## src/rtl/field_frame_scheduler.sv

```systemverilog
// field_frame_scheduler
//   Frame-level controller for the fluid simulation. It runs one simulation
//   step and then one line-drawing pass per display frame. It also arbitrates
//   the single field-RAM write port between the loader (A) and the step unit
//   (B) with a round-robin policy.
//
// Ports
//   clk, rst               system clock, synchronous active-high reset
//   run                    level, frame scheduling enable (sampled in IDLE)
//   frame_start            one-cycle pulse at start of vertical blank
//   a_req/a_addr/a_data    loader write request; a_gnt is its grant (comb)
//   b_req/b_addr/b_data    step-unit write request; b_gnt is its grant (comb)
//   field_we, field_addr_write, field_data_in   registered RAM write port
//   step_start / step_done pulse handshake with the step unit
//   draw_start / draw_done pulse handshake with draw_lines
//   busy                   high in every state except IDLE
//   frame_count            completed frames, wraps at 16 bits
//   overrun_count          frame_start pulses missed while busy, saturating
//
// Configuration
//   SCHED_OVERRUN_CNT_EN   when defined, builds the saturating overrun
//                          counter; otherwise overrun_count is tied to 0.
module field_frame_scheduler #(
  parameter int FIELD_SIZE  = 48,
  parameter int FIELD_ADDRW = 6,
  parameter int FIELD_DATAW = 96
) (
  input  logic                   clk,
  input  logic                   rst,
  input  logic                   run,
  input  logic                   frame_start,
  input  logic                   a_req,
  input  logic [FIELD_ADDRW-1:0] a_addr,
  input  logic [FIELD_DATAW-1:0] a_data,
  output logic                   a_gnt,
  input  logic                   b_req,
  input  logic [FIELD_ADDRW-1:0] b_addr,
  input  logic [FIELD_DATAW-1:0] b_data,
  output logic                   b_gnt,
  output logic                   field_we,
  output logic [FIELD_ADDRW-1:0] field_addr_write,
  output logic [FIELD_DATAW-1:0] field_data_in,
  output logic                   step_start,
  input  logic                   step_done,
  output logic                   draw_start,
  input  logic                   draw_done,
  output logic                   busy,
  output logic [15:0]            frame_count,
  output logic [7:0]             overrun_count
);

  // The address width must be able to reach every field cell.
  if (FIELD_SIZE > (1 << FIELD_ADDRW)) begin : g_bad_size
    $error("FIELD_ADDRW too narrow for FIELD_SIZE");
  end

  typedef enum logic [1:0] {
    IDLE = 2'd0,
    STEP = 2'd1,
    DRAW = 2'd2
  } state_t;

  localparam logic LAST_A = 1'b0;
  localparam logic LAST_B = 1'b1;

  state_t                 state_r;
  state_t                 state_next_s;
  logic                   last_r;
  logic                   step_start_next_s;
  logic                   draw_start_next_s;
  logic                   frame_done_s;
  logic                   grant_ok_s;
  logic                   a_gnt_s;
  logic                   b_gnt_s;
  logic                   field_we_r;
  logic [FIELD_ADDRW-1:0] field_addr_r;
  logic [FIELD_DATAW-1:0] field_data_r;
  logic                   step_start_r;
  logic                   draw_start_r;
  logic [15:0]            frame_count_r;

  // Next-state and start-pulse decode for the frame sequencer.
  always_comb begin
    state_next_s      = state_r;
    step_start_next_s = 1'b0;
    draw_start_next_s = 1'b0;
    frame_done_s      = 1'b0;
    case (state_r)
      IDLE: begin
        if (frame_start && run) begin
          state_next_s      = STEP;
          step_start_next_s = 1'b1;
        end else begin
          state_next_s = IDLE;
        end
      end
      STEP: begin
        if (step_done) begin
          state_next_s      = DRAW;
          draw_start_next_s = 1'b1;
        end else begin
          state_next_s = STEP;
        end
      end
      DRAW: begin
        if (draw_done) begin
          state_next_s = IDLE;
          frame_done_s = 1'b1;
        end else begin
          state_next_s = DRAW;
        end
      end
      default: begin
        state_next_s = IDLE;
      end
    endcase
  end

  // Round-robin grant: on a tie the requester not served last wins. Grants
  // are suppressed while draw_lines reads the field, and during reset.
  always_comb begin
    grant_ok_s = !rst && ((state_r == IDLE) || (state_r == STEP));
    a_gnt_s    = 1'b0;
    b_gnt_s    = 1'b0;
    if (grant_ok_s) begin
      a_gnt_s = a_req && (!b_req || (last_r == LAST_B));
      b_gnt_s = b_req && (!a_req || (last_r == LAST_A));
    end else begin
      a_gnt_s = 1'b0;
      b_gnt_s = 1'b0;
    end
  end

  // Sequencer state, start pulses, frame counter and registered write port.
  always_ff @(posedge clk) begin
    if (rst) begin
      state_r       <= IDLE;
      last_r        <= LAST_B;
      step_start_r  <= 1'b0;
      draw_start_r  <= 1'b0;
      frame_count_r <= 16'd0;
      field_we_r    <= 1'b0;
      field_addr_r  <= {FIELD_ADDRW{1'b0}};
      field_data_r  <= {FIELD_DATAW{1'b0}};
    end else begin
      state_r      <= state_next_s;
      step_start_r <= step_start_next_s;
      draw_start_r <= draw_start_next_s;
      if (frame_done_s) begin
        frame_count_r <= frame_count_r + 16'd1;
      end
      field_we_r <= a_gnt_s || b_gnt_s;
      // Address/data only move on a grant; they are don't-care while we=0.
      if (a_gnt_s) begin
        last_r       <= LAST_A;
        field_addr_r <= a_addr;
        field_data_r <= a_data;
      end else if (b_gnt_s) begin
        last_r       <= LAST_B;
        field_addr_r <= b_addr;
        field_data_r <= b_data;
      end
    end
  end

`ifdef SCHED_OVERRUN_CNT_EN
  logic [7:0] overrun_r;

  // Count frame_start pulses that arrive while a frame is in progress.
  always_ff @(posedge clk) begin
    if (rst) begin
      overrun_r <= 8'd0;
    end else if (frame_start && (state_r != IDLE) && (overrun_r != 8'd255)) begin
      overrun_r <= overrun_r + 8'd1;
    end
  end

  assign overrun_count = overrun_r;
`else
  assign overrun_count = 8'd0;
`endif

  assign a_gnt            = a_gnt_s;
  assign b_gnt            = b_gnt_s;
  assign field_we         = field_we_r;
  assign field_addr_write = field_addr_r;
  assign field_data_in    = field_data_r;
  assign step_start       = step_start_r;
  assign draw_start       = draw_start_r;
  assign busy             = (state_r != IDLE);
  assign frame_count      = frame_count_r;

endmodule

```

## config.mk

```make
export PLATFORM = sky130hd
export DESIGN_NAME = field_frame_scheduler
export DESIGN_NICKNAME = d
export VERILOG_FILES = /design/src/rtl/field_frame_scheduler.sv
export SDC_FILE = /design/constraint.sdc
export NUM_CORES = 1
export LEC_CHECK = 0
export BUFFER_PORTS_ARGS = -buffer_cell sky130_fd_sc_hd__buf_2
export CORE_AREA = 4 4 133 135
export CTS_CLUSTER_DIAMETER = 40
export DETAILED_ROUTE_END_ITERATION = 8
export DIE_AREA = 0 0 137 139
export GPL_ROUTABILITY_DRIVEN = 0
export PLACE_DENSITY = 0.75
export RECOVER_POWER = 25
export SYNTH_ARGS = -nofsm -noshare
export SYNTH_HDL_FRONTEND = slang
export SYNTH_SLANG_ARGS = --single-unit
```

## constraint.sdc

```tcl
create_clock -name clk -period 2.4 [get_ports clk]
set_clock_uncertainty 0.15 [all_clocks]
set_input_delay 0.36 -clock clk [delete_from_list [all_inputs] [get_ports clk]]
set_output_delay 0.36 -clock clk [all_outputs]
set_load 0.01 [all_outputs]
```

==> flow_summary.toml <==
[status]
status = "finished, final reports clean"

[timing]
period_needed_ns = 2.13
fin_ws_ns = 0.271
slew_headroom_pct = 58.2
fin_hold_ws_ns = 0.0637
tns_ns = 0
setup_viol = 0
hold_viol_final = 0
slew_viol_final = 0
tightest_slew_ns = 0.627
timing.fmax_mhz = 470
fin_crit_sh_pct = 88.7
rsz0062_at_grt = "false"

[logic_synthesis]
ys_ff_latch = 124
synth_area_leader_cell = "dfxtp_1"
ys_seq_area_share_pct = 45.8
yosysWarningCount = 0
postSynth.asyncResetShare_pct = 0
synth_area_leaders = "dfxtp_1 46%, a311oi_1 16%, nand2_1 14%"
ys.flop_type = "dfxtp_1"
yosys.area.top_type_share_pct = 45.8
syn_area_sq_mm = 0.00542
synth_edf_count = 0
syn_avg_cell_area_sq_um = 7.88
syn_inst = 687
synth.distinct_cells = 35

[global_route]
grt_pass1_wl_mm = 27.6
grt_start_max_net_pins = 123
grt_pass1_vias = 5635
groute.usage.overall_pct = 17.7
grt-ovfl-total = 0
antenna_found_initial = 0

[clock_tree]
cts_sinks = 124
postCtsSetupBuffers = 0
clock_path_buffers = 2
clock-root-buffer = "clkbuf_16"
cts_tree = "built"
clk_pin_slew_ns = 0.06
cts_buffers = 17
cts_resized = 0
cts-hold-fix-buffers = 0
insertion_delay_ns = 0.40
htree_levels = 4

[layout]
antenna_cells = 0
drive_gt1_share_pct = 32.8
final_cell_mix = "276 x buf_2, 209 x nand2_1, 124 x dfxtp_1, 119 x nor2_1, 102 x a311oi_1"
fin_nets = 1209
final_common_cell = "buf_2"
nFillCells = 1601
area_growth_pct = 43.2

[worst_setup_path]
crit_type = "reg2out"
required_ns = 1.89
critPathMaxFanout = 42
cp_slowest_cell = "dfxtp_1"
reg2reg_depth = 5
cp-end-kind = "output port"
cp-start-kind = "flip-flop"
crit_chain = "nor2_4 -> nand3_4 -> clkinv_2 -> buf_12 -> buf_2"
worst_ep_arrival_time_ns = 1.62
max_stage_delay_ns = 0.38

[routing]
drt_pre_antenna_iters = 4
drt_wl_total_mm = 17.8
drc = 0
viasPerCell = 4.88
wl_per_cell_um = 14.5
num_vias = 6003
drt_iter0_markers = 271
antenna_left = 0

[die]
initial_utilization_pct = 32.9
die_area_sq_mm = 0.0190
core_sq_mm = 0.0165
dieWidth_um = 137
io_pins = 344
rows = 47
die_h_um = 139

[worst_hold_path]
hp-class = "in2reg"
hold_depth = 3

[power_and_ir_drop]
power_mw = 5.79
vdd_drop_max_mv = 0.440
power.density_mw_per_mm2 = 746
power.leakage_nw = 3.41

[run]
max_cap_violations = 0

[placement]
pre_cts_slack_ns = 0.514
port_buffers = 335
hpwl_mm = 12.9
-- worst paths after layout --
check / slack, ns / from / endpoint
hold / removal: 0.06 / b_data[74] / field_data_in[74]$_SDFFE_PP0P_
hold reg to reg: 0.32 / field_data_in[9]$_SDFFE_PP0P_ / field_data_in[9]$_SDFFE_PP0P_
setup / recovery: 0.27 / state_r[1]$_SDFF_PP0_ / b_gnt
setup reg to reg: 0.53 / state_r[1]$_SDFF_PP0_ / field_data_in[35]$_SDFFE_PP0P_
-- per-layer routing --
layer | wire (um) | vias to the layer above | share of wire, % | GRT usage [%]
li1 | - | 2987 | - | -
met1 | 7090 | 2688 | 40 | 21.0
met2 | 8550 | 295 | 48 | 29.9
met3 | 1770 | 33 | 9.9 | 5.30
met4 | 418 | 0 | 2.3 | 6.99
met5 | 0 | - | 0 | 0
-- sequential cells by signal (all words and copies together), names as in the netlist --
name / flops
field_data_in: 96
frame_count: 16
field_addr_write: 6
state_r: 2
draw_start: 1
field_we: 1
last_r: 1
step_start: 1
-- cell type report --
class | instances | area (sq um) | area share (%)
sequential | 124 | 2480 | 32.0
clock buffer | 19 | 443 | 5.71
multi-input combinational | 497 | 2580 | 33.2
timing repair buffer | 351 | 1790 | 23.1
inverter | 5 | 20.0 | 0.258
clock inverter | 13 | 166 | 2.15
tap | 220 | 275 | 3.55
-- worst max-delay path: cells and delay by family (launching register included) --
family,cells,cell delay [ns]
simple gates,2,0.36
buf+inv,3,0.48
flops,1,0.38
-- cell usage after synthesis, drive strengths merged (3+ instances only) --
| library cell | count |
|---|---|
| a21oi | 7 |
| a311oi | 102 |
| buf | 36 |
| clkbuf | 32 |
| dfxtp | 124 |
| inv | 5 |
| nand2 | 209 |
| nand3 | 7 |
| nand4 | 7 |
| nor2 | 120 |
| nor3 | 3 |
| o21ai | 5 |
| or3 | 4 |
| xnor2 | 3 |
| xor2 | 6 |
-- kinds of logic (layout without fill, tap and decap cells) --
kind of cell | count (synthesis) | in the layout | synth area share [%]
simple gates | 362 | 362 | 26.9
flops | 124 | 124 | 45.8
compound gates | 115 | 115 | 17.8
buf+inv | 73 | 388 | 7.32
xor+xnor | 9 | 9 | 1.46
mux | 2 | 2 | 0.393
fa+ha+maj | 1 | 1 | 0.231
other cells | 1 | 8 | 0.0692
-- metrics by stage --
| step | instance area, sq um | utilization [%] | instances |
|---|---|---|---|
| 4_1_cts | 7830 | 47.5 | 1229 |
| 6_report | 7750 | 47.1 | 1229 |
| 5_1_grt | 7750 | 47.1 | 1229 |
| 2_1_floorplan | 5440 | - | 694 |
| 3_3_place_gp | 7220 | 43.8 | 1197 |
| 3_5_place_dp | 7220 | 43.8 | 1197 |
-- report_power, final --
group          switching, mW  internal (mW)
combinational          0.489          0.365
clock                  0.958           1.67
sequential            0.0864           2.22
total                   1.53           4.25
Note: power is estimated with default switching activity, not from simulation.
